--- config.mk ---
export PLATFORM = sky130hd
export DESIGN_NAME = ttt_board
export DESIGN_NICKNAME = d
export VERILOG_FILES = /design/src/rtl/ttt_pkg.sv /design/src/rtl/ttt_win_check.sv /design/src/rtl/ttt_board.sv
export SDC_FILE = /design/constraint.sdc
export NUM_CORES = 1
export LEC_CHECK = 0
export ABC_AREA = 1
export BUFFER_PORTS_ARGS = -buffer_cell sky130_fd_sc_hd__buf_2
export CAP_MARGIN = 0
export CORE_UTILIZATION = 35
export CTS_CLUSTER_SIZE = 25
export DETAILED_ROUTE_END_ITERATION = 7
export GPL_TIMING_DRIVEN = 0
export HOLD_SLACK_MARGIN = 0.15
export SETUP_SLACK_MARGIN = 0.15
export SYNTH_ARGS = -nofsm -noshare
export SYNTH_HDL_FRONTEND = slang
export SYNTH_HIERARCHICAL = 1
export SYNTH_SLANG_ARGS = --single-unit
--- constraint.sdc ---
create_clock -name Clk -period 4.1 [get_ports Clk]
set_input_delay 0 -clock Clk [delete_from_list [all_inputs] [get_ports Clk]]
set_output_delay 0 -clock Clk [all_outputs]
set_load 0.01 [all_outputs]
--- src/rtl/ttt_pkg.sv ---
// Shared definitions for the tic-tac-toe board keeper: cell codes, the
// winning-line table and cursor row/column helpers.
package ttt_pkg;

    typedef logic [1:0] cell_t;

    localparam cell_t EMPTY = 2'b00;
    localparam cell_t X     = 2'b01;
    localparam cell_t O     = 2'b10;

    localparam int NUM_CELLS = 9;
    localparam int NUM_LINES = 8;

    // Cell-index triples of every line of three. Entry order is irrelevant
    // to the win check, so the list is written in reading order.
    localparam logic [NUM_LINES-1:0][2:0][3:0] LINES = '{
        '{4'd0, 4'd1, 4'd2},   // top row
        '{4'd3, 4'd4, 4'd5},   // middle row
        '{4'd6, 4'd7, 4'd8},   // bottom row
        '{4'd0, 4'd3, 4'd6},   // left column
        '{4'd1, 4'd4, 4'd7},   // middle column
        '{4'd2, 4'd5, 4'd8},   // right column
        '{4'd0, 4'd4, 4'd8},   // main diagonal
        '{4'd2, 4'd4, 4'd6}    // anti diagonal
    };

    // Row of a cell index 0..8.
    function automatic logic [1:0] row_of(input logic [3:0] idx);
        if (idx < 4'd3)      return 2'd0;
        else if (idx < 4'd6) return 2'd1;
        else                 return 2'd2;
    endfunction

    // Column of a cell index 0..8.
    function automatic logic [1:0] col_of(input logic [3:0] idx);
        logic [3:0] base;
        case (row_of(idx))
            2'd0:    base = 4'd0;
            2'd1:    base = 4'd3;
            default: base = 4'd6;
        endcase
        return 2'(idx - base);
    endfunction

    // Cell index from row/column: row*3 + col.
    function automatic logic [3:0] to_idx(input logic [1:0] row, input logic [1:0] col);
        logic [3:0] r4;
        r4 = {2'b00, row};
        return (r4 << 1) + r4 + {2'b00, col};
    endfunction

endpackage

--- src/rtl/ttt_win_check.sv ---
// Purely combinational board evaluator: detects a completed line of three
// and a fully occupied grid.
module ttt_win_check
    import ttt_pkg::*;
(
    input  logic [17:0] board,
    output logic        winner_found,
    output logic [1:0]  winner,
    output logic        full
);

    // Scan all eight lines and all nine cells.
    always_comb begin
        cell_t a, b, c;
        winner_found = 1'b0;
        winner       = EMPTY;
        full         = 1'b1;
        a            = EMPTY;
        b            = EMPTY;
        c            = EMPTY;
        for (int i = 0; i < NUM_CELLS; i++) begin
            if (board[2*i +: 2] == EMPTY) full = 1'b0;
        end
        for (int l = 0; l < NUM_LINES; l++) begin
            a = board[2*LINES[l][0] +: 2];
            b = board[2*LINES[l][1] +: 2];
            c = board[2*LINES[l][2] +: 2];
            // Play halts at the first win, so at most one line can match.
            if (a != EMPTY && a == b && b == c) begin
                winner_found = 1'b1;
                winner       = a;
            end
        end
    end

endmodule

--- src/rtl/ttt_board.sv ---
// Tic-tac-toe board keeper: 3x3 grid, player cursor, placement validation
// and registered win/full flags for the downstream game FSM.
// Optional macro TTT_CURSOR_WRAP_EN: cursor moves wrap within the row/column
// instead of stopping at the grid edge.
module ttt_board
    import ttt_pkg::*;
#(
    parameter logic [3:0] CURSOR_INIT = 4'd4
) (
    input  logic        Clk,
    input  logic        reset,
    input  logic        clr,
    input  logic        up,
    input  logic        down,
    input  logic        left,
    input  logic        right,
    input  logic        cursor_load,
    input  logic [3:0]  cursor_idx,
    input  logic        place,
    input  logic        player,
    output logic [3:0]  cursor,
    output logic [17:0] board,
    output logic        legal_move,
    output logic        illegal,
    output logic        winner_found,
    output logic [1:0]  winner,
    output logic        full,
    output logic [3:0]  move_count
);

`ifdef TTT_CURSOR_WRAP_EN
    localparam bit WRAP = 1'b1;
`else
    localparam bit WRAP = 1'b0;
`endif

    logic [3:0]  moved;
    logic [3:0]  cursor_nxt;
    logic [17:0] board_nxt;
    logic [3:0]  count_nxt;
    logic        legal_nxt;
    logic        illegal_nxt;
    logic        win_nxt;
    logic [1:0]  winner_nxt;
    logic        full_nxt;

    // Cursor after a single move, up > down > left > right.
    always_comb begin
        logic [1:0] row, col, row_n, col_n;
        row   = row_of(cursor);
        col   = col_of(cursor);
        row_n = row;
        col_n = col;
        if (up)
            row_n = (row == 2'd0) ? (WRAP ? 2'd2 : 2'd0) : row - 2'd1;
        else if (down)
            row_n = (row == 2'd2) ? (WRAP ? 2'd0 : 2'd2) : row + 2'd1;
        else if (left)
            col_n = (col == 2'd0) ? (WRAP ? 2'd2 : 2'd0) : col - 2'd1;
        else if (right)
            col_n = (col == 2'd2) ? (WRAP ? 2'd0 : 2'd2) : col + 2'd1;
        moved = to_idx(row_n, col_n);
    end

    // Next board/cursor/count and pulses; clr beats cursor_load beats place+moves.
    always_comb begin
        board_nxt   = board;
        cursor_nxt  = cursor;
        count_nxt   = move_count;
        legal_nxt   = 1'b0;
        illegal_nxt = 1'b0;
        if (clr) begin
            board_nxt  = '0;
            cursor_nxt = CURSOR_INIT;
            count_nxt  = 4'd0;
        end else if (cursor_load) begin
            // Out-of-range targets are dropped silently; moves and place are
            // discarded this cycle either way.
            if (cursor_idx <= 4'd8) cursor_nxt = cursor_idx;
        end else begin
            if (place) begin
                // Placement uses the cursor as it was before this cycle's move.
                if (board[2*cursor +: 2] == EMPTY && !winner_found && !full) begin
                    board_nxt[2*cursor +: 2] = player ? O : X;
                    if (move_count < 4'd9) count_nxt = move_count + 4'd1;
                    legal_nxt = 1'b1;
                end else begin
                    illegal_nxt = 1'b1;
                end
            end
            cursor_nxt = moved;
        end
    end

    // Flags evaluated on the next-state board so they line up with it.
    ttt_win_check u_win_check (
        .board        (board_nxt),
        .winner_found (win_nxt),
        .winner       (winner_nxt),
        .full         (full_nxt)
    );

    // Output registers.
    always_ff @(posedge Clk or negedge reset) begin
        if (!reset) begin
            board        <= '0;
            cursor       <= CURSOR_INIT;
            move_count   <= 4'd0;
            legal_move   <= 1'b0;
            illegal      <= 1'b0;
            winner_found <= 1'b0;
            winner       <= EMPTY;
            full         <= 1'b0;
        end else begin
            board        <= board_nxt;
            cursor       <= cursor_nxt;
            move_count   <= count_nxt;
            legal_move   <= legal_nxt;
            illegal      <= illegal_nxt;
            winner_found <= win_nxt;
            winner       <= winner_nxt;
            full         <= full_nxt;
        end
    end

endmodule

==> flow_metrics.tcl <==
set metrics [dict create \
    status "finished clean" \
    yosys_warnings 6 \
    setup_tns_ps 0 \
    synth-edff-count 0 \
    drt_wl_total_mm 8.288 \
    crit_chain "inv_2 -> o21ai_4 -> inv_1 -> ha_1 -> xor2_1 -> xor2_1 -> inv_1 -> ha_1 -> a21oi_1 -> o21ai_0 -> fa_1 -> ha_1 -> inv_1 -> fa_1 -> nand2_1 -> o311ai_0 -> o21ai_0" \
    start_util_pct 37.01 \
    critical_path_peak_fanout 5 \
    io_buffers 45 \
    async_reset_ff_share_pct 100.0 \
    rsz0062_at_grt "no" \
    cts_tree "yes" \
    maxSlewViolCount 0 \
    cts_root_buf "clkbuf_8" \
    max_freq_mhz 269.1 \
    wl_per_cell_um 13.59 \
    critPathKind "reg2reg" \
    syn_nets 479 \
    cp_slowest_cell "dfstp_2" \
    crit_path_max_incr_delay_ps 600 \
    via_count 3127 \
    finalCritPeriodShare_pct 90.63 \
    finalSetupViolCount 0 \
    r2r_end "cursor[2]$_DFFE_PN1P_" \
    reg2reg_from "cursor[2]$_DFFE_PN1P_" \
    gp_congestion 0.9153 \
    crit_path_start "cursor[2]$_DFFE_PN1P_" \
    whs_path_depth 4 \
    ys_seq_area_share_pct 27.48 \
    die-area_um2 8710 \
    power_uw 1742 \
    vias_per_cell 5.126 \
    die_x_um 93.33 \
    io_pins 46 \
    tightest_slew_ps 854.5 \
    vdd_drop_max_uv 181.7 \
    cp.required_ps 4290 \
    maxCapViolCount 0 \
    synth.distinct_cells 41 \
    cts_num_sinks 32 \
    antenna_left 0 \
    multi_input_area_um2 1803 \
    clk_path_buf_depth 2 \
    critPathTopFamily "adder cells" \
    area_growth_pct 18.73 \
    die_h_um 93.33 \
    first_global_vias 2912 \
    clock_latency_ps 300 \
    maxSlewHeadroom_pct 42.55 \
    grt_max_degree 33 \
    h-tree-depth 2 \
    floorplan.rows 32 \
    final_util_pct 43.94 \
    grt_use_total_pct 20.65 \
    hold_end "cursor[3]$_DFFE_PN0P_" \
    drt_iter0_markers 193 \
    syn_area_um2 2919 \
    synth_top_flop_cell "dfrtp_1" \
    powerDensity_nw_per_um2 502.6 \
    fillCellCount 860 \
    clock_skew_ps 3.965 \
    path_clk_slew_ps 70 \
    end_kind "flop" \
    synth_area_per_cell_um2 6.530 \
    antenna_cells 0 \
    dr.pass1.iters 6 \
    min_from "clr" \
    cts_inserted_buffers 5 \
    drive_gt1_share_pct 21.85 \
    holdWs_ps 149.7 \
    worstPathArrival_ps 3910 \
    path_buf_inv 4 \
    fin_ws_ps 384.2 \
    antenna_found_initial 0 \
    cp-start-kind "flop" \
    drc 0 \
    finalHoldViolCount 0 \
    fp.coreArea_um2 7888 \
    dp_slack_ps 126.6 \
    leakagePower_uw 0.001808 \
    grt_first_pass_wirelength_mm 13.99 \
    hpwlAfterDp_mm 6.332 \
    r2r_slack_ps 380 \
    overflow 0 \
    ys_seq_elements 32 \
    fin_crit_ps 3716 \
    syn_inst 447 \
    final_nets 539 \
    min-delay-path-class "in2reg" \
    reg2reg_depth 17 \
    regArea_um2 803.3 \
]
-- cell type report --
cell class / instances / area share, %
Buffer: 6 / 1.480
Clock buffer: 6 / 2.383
Clock inverter: 2 / 0.4332
Inverter: 76 / 8.303
Multi-Input combinational cell: 333 / 52.02
Sequential cell: 32 / 23.18
Tap cell: 102 / 3.682
Timing Repair Buffer: 53 / 8.520
-- worst min-delay path: stages --
cell and delay (ps):
buf_2 110, nor2_1 60, o21ai_0 140, o21ai_0 80
-- synth_stat cells (all sizes together) (4+ instances only) --
cell type / count / area [um2]
o21ai: 28 / 151.4
dfrtp: 31 / 775.7
ha: 16 / 200.2
a22oi: 5 / 37.54
nand3: 34 / 190.2
buf: 6 / 51.30
nor3: 17 / 85.08
nor2: 78 / 326.6
inv: 73 / 276.5
nand2: 110 / 452.9
nand4: 11 / 68.82
a21oi: 13 / 72.57
nor4: 4 / 25.02
-- layer usage --
layer | track usage, % | share of wire (%)
met1 | 27.92 | 47
met2 | 33.15 | 45
met3 | 4.065 | 6.4
met4 | 6.282 | 1.8
met5 | 0 | 0
-- flip-flops by register name (all words and copies together), names as in the netlist --
register	flops
board	18
cursor	4
full	1
illegal	1
legal_move	1
move_count	4
winner	2
winner_found	1
-- cells by family (layout without fill, tap and decap cells) --
logic type	count (synthesis)	in the layout	share of synthesized area, %
adder cells (fa/ha/maj)	18	18	8.230
flip-flops	32	32	27.48
XOR/XNOR	3	3	0.9003
AO/OA/AOI/OAI	55	55	11.75
AND/OR/NAND/NOR	257	257	40.03
buffers and inverters	82	143	11.62
-- power by group --
| group | leakage, uW | switching, uW | internal (uW) |
|---|---|---|---|
| clock network | 0.0000434 | 136 | 136 |
| logic | 0.00133 | 684 | 392 |
| registers | 0.000434 | 38.1 | 356 |
| total | 0.00181 | 858 | 884 |
-- worst max path at each step --
stage          cells after the start  slack, ps                     to
2_1_floorplan                     18        450  cursor[2]$_DFFE_PN1P_
3_3_place_gp                      18        160  cursor[2]$_DFFE_PN1P_
4_1_cts                           17        150  cursor[2]$_DFFE_PN1P_
6_report                          17        380  cursor[2]$_DFFE_PN1P_
3_5_place_dp                      18        130  cursor[2]$_DFFE_PN1P_
5_1_grt                           17        130  cursor[2]$_DFFE_PN1P_
-- timing repair --
| item | CTS | global route |
|---|---|---|
| cloned | 0 | 0 |
| setup buffers | 0 | 4 |
| setup endpoints to repair | 2 | 3 |
| resized for setup | 2 | 5 |
| hold buffers | 4 | 0 |
| endpoints found under the hold margin | 34 | 0 |
| pin swaps | 0 | 1 |
-- layout by cell type (no fill, tap or decap), types with 2 or more instances in the layout --
| cell type | netlist | layout |
|---|---|---|
| xor2_1 | 3 | 3 |
| o21ai_0 | 22 | 21 |
| buf_6 | 3 | 3 |
| buf_2 | 2 | 47 |
| dlygate4sd3_1 | 0 | 4 |
| clkinv_1 | 3 | 3 |
| o31ai_2 | 2 | 2 |
| nor2_1 | 72 | 71 |
| nand2_2 | 10 | 10 |
| a22oi_1 | 5 | 5 |
| fa_1 | 2 | 2 |
| nand3_2 | 4 | 4 |
| nand4_1 | 11 | 11 |
| a21oi_2 | 2 | 2 |
| nand3_1 | 30 | 30 |
| nand2_1 | 98 | 98 |
| ha_1 | 16 | 16 |
| clkbuf_8 | 0 | 6 |
| inv_1 | 61 | 61 |
| dfrtp_1 | 31 | 30 |
| nor4_1 | 4 | 4 |
| inv_2 | 11 | 11 |
| nor2_2 | 4 | 5 |
| o21ai_2 | 3 | 3 |
| a21oi_1 | 11 | 10 |
| clkinvlp_4 | 0 | 2 |
| o21ai_1 | 3 | 3 |
| nor3_1 | 17 | 17 |
| buf_4 | 1 | 5 |
| nand2_4 | 2 | 2 |
-- per-stage QoR --
stage               std cells  cell area (um2)
floorplan                 447             2919
global placement          594             3272
detailed placement        594             3272
CTS                       606             3415
global route              610             3466
finish                    610             3466
No activity file was read; power rests on OpenSTA's default activity.
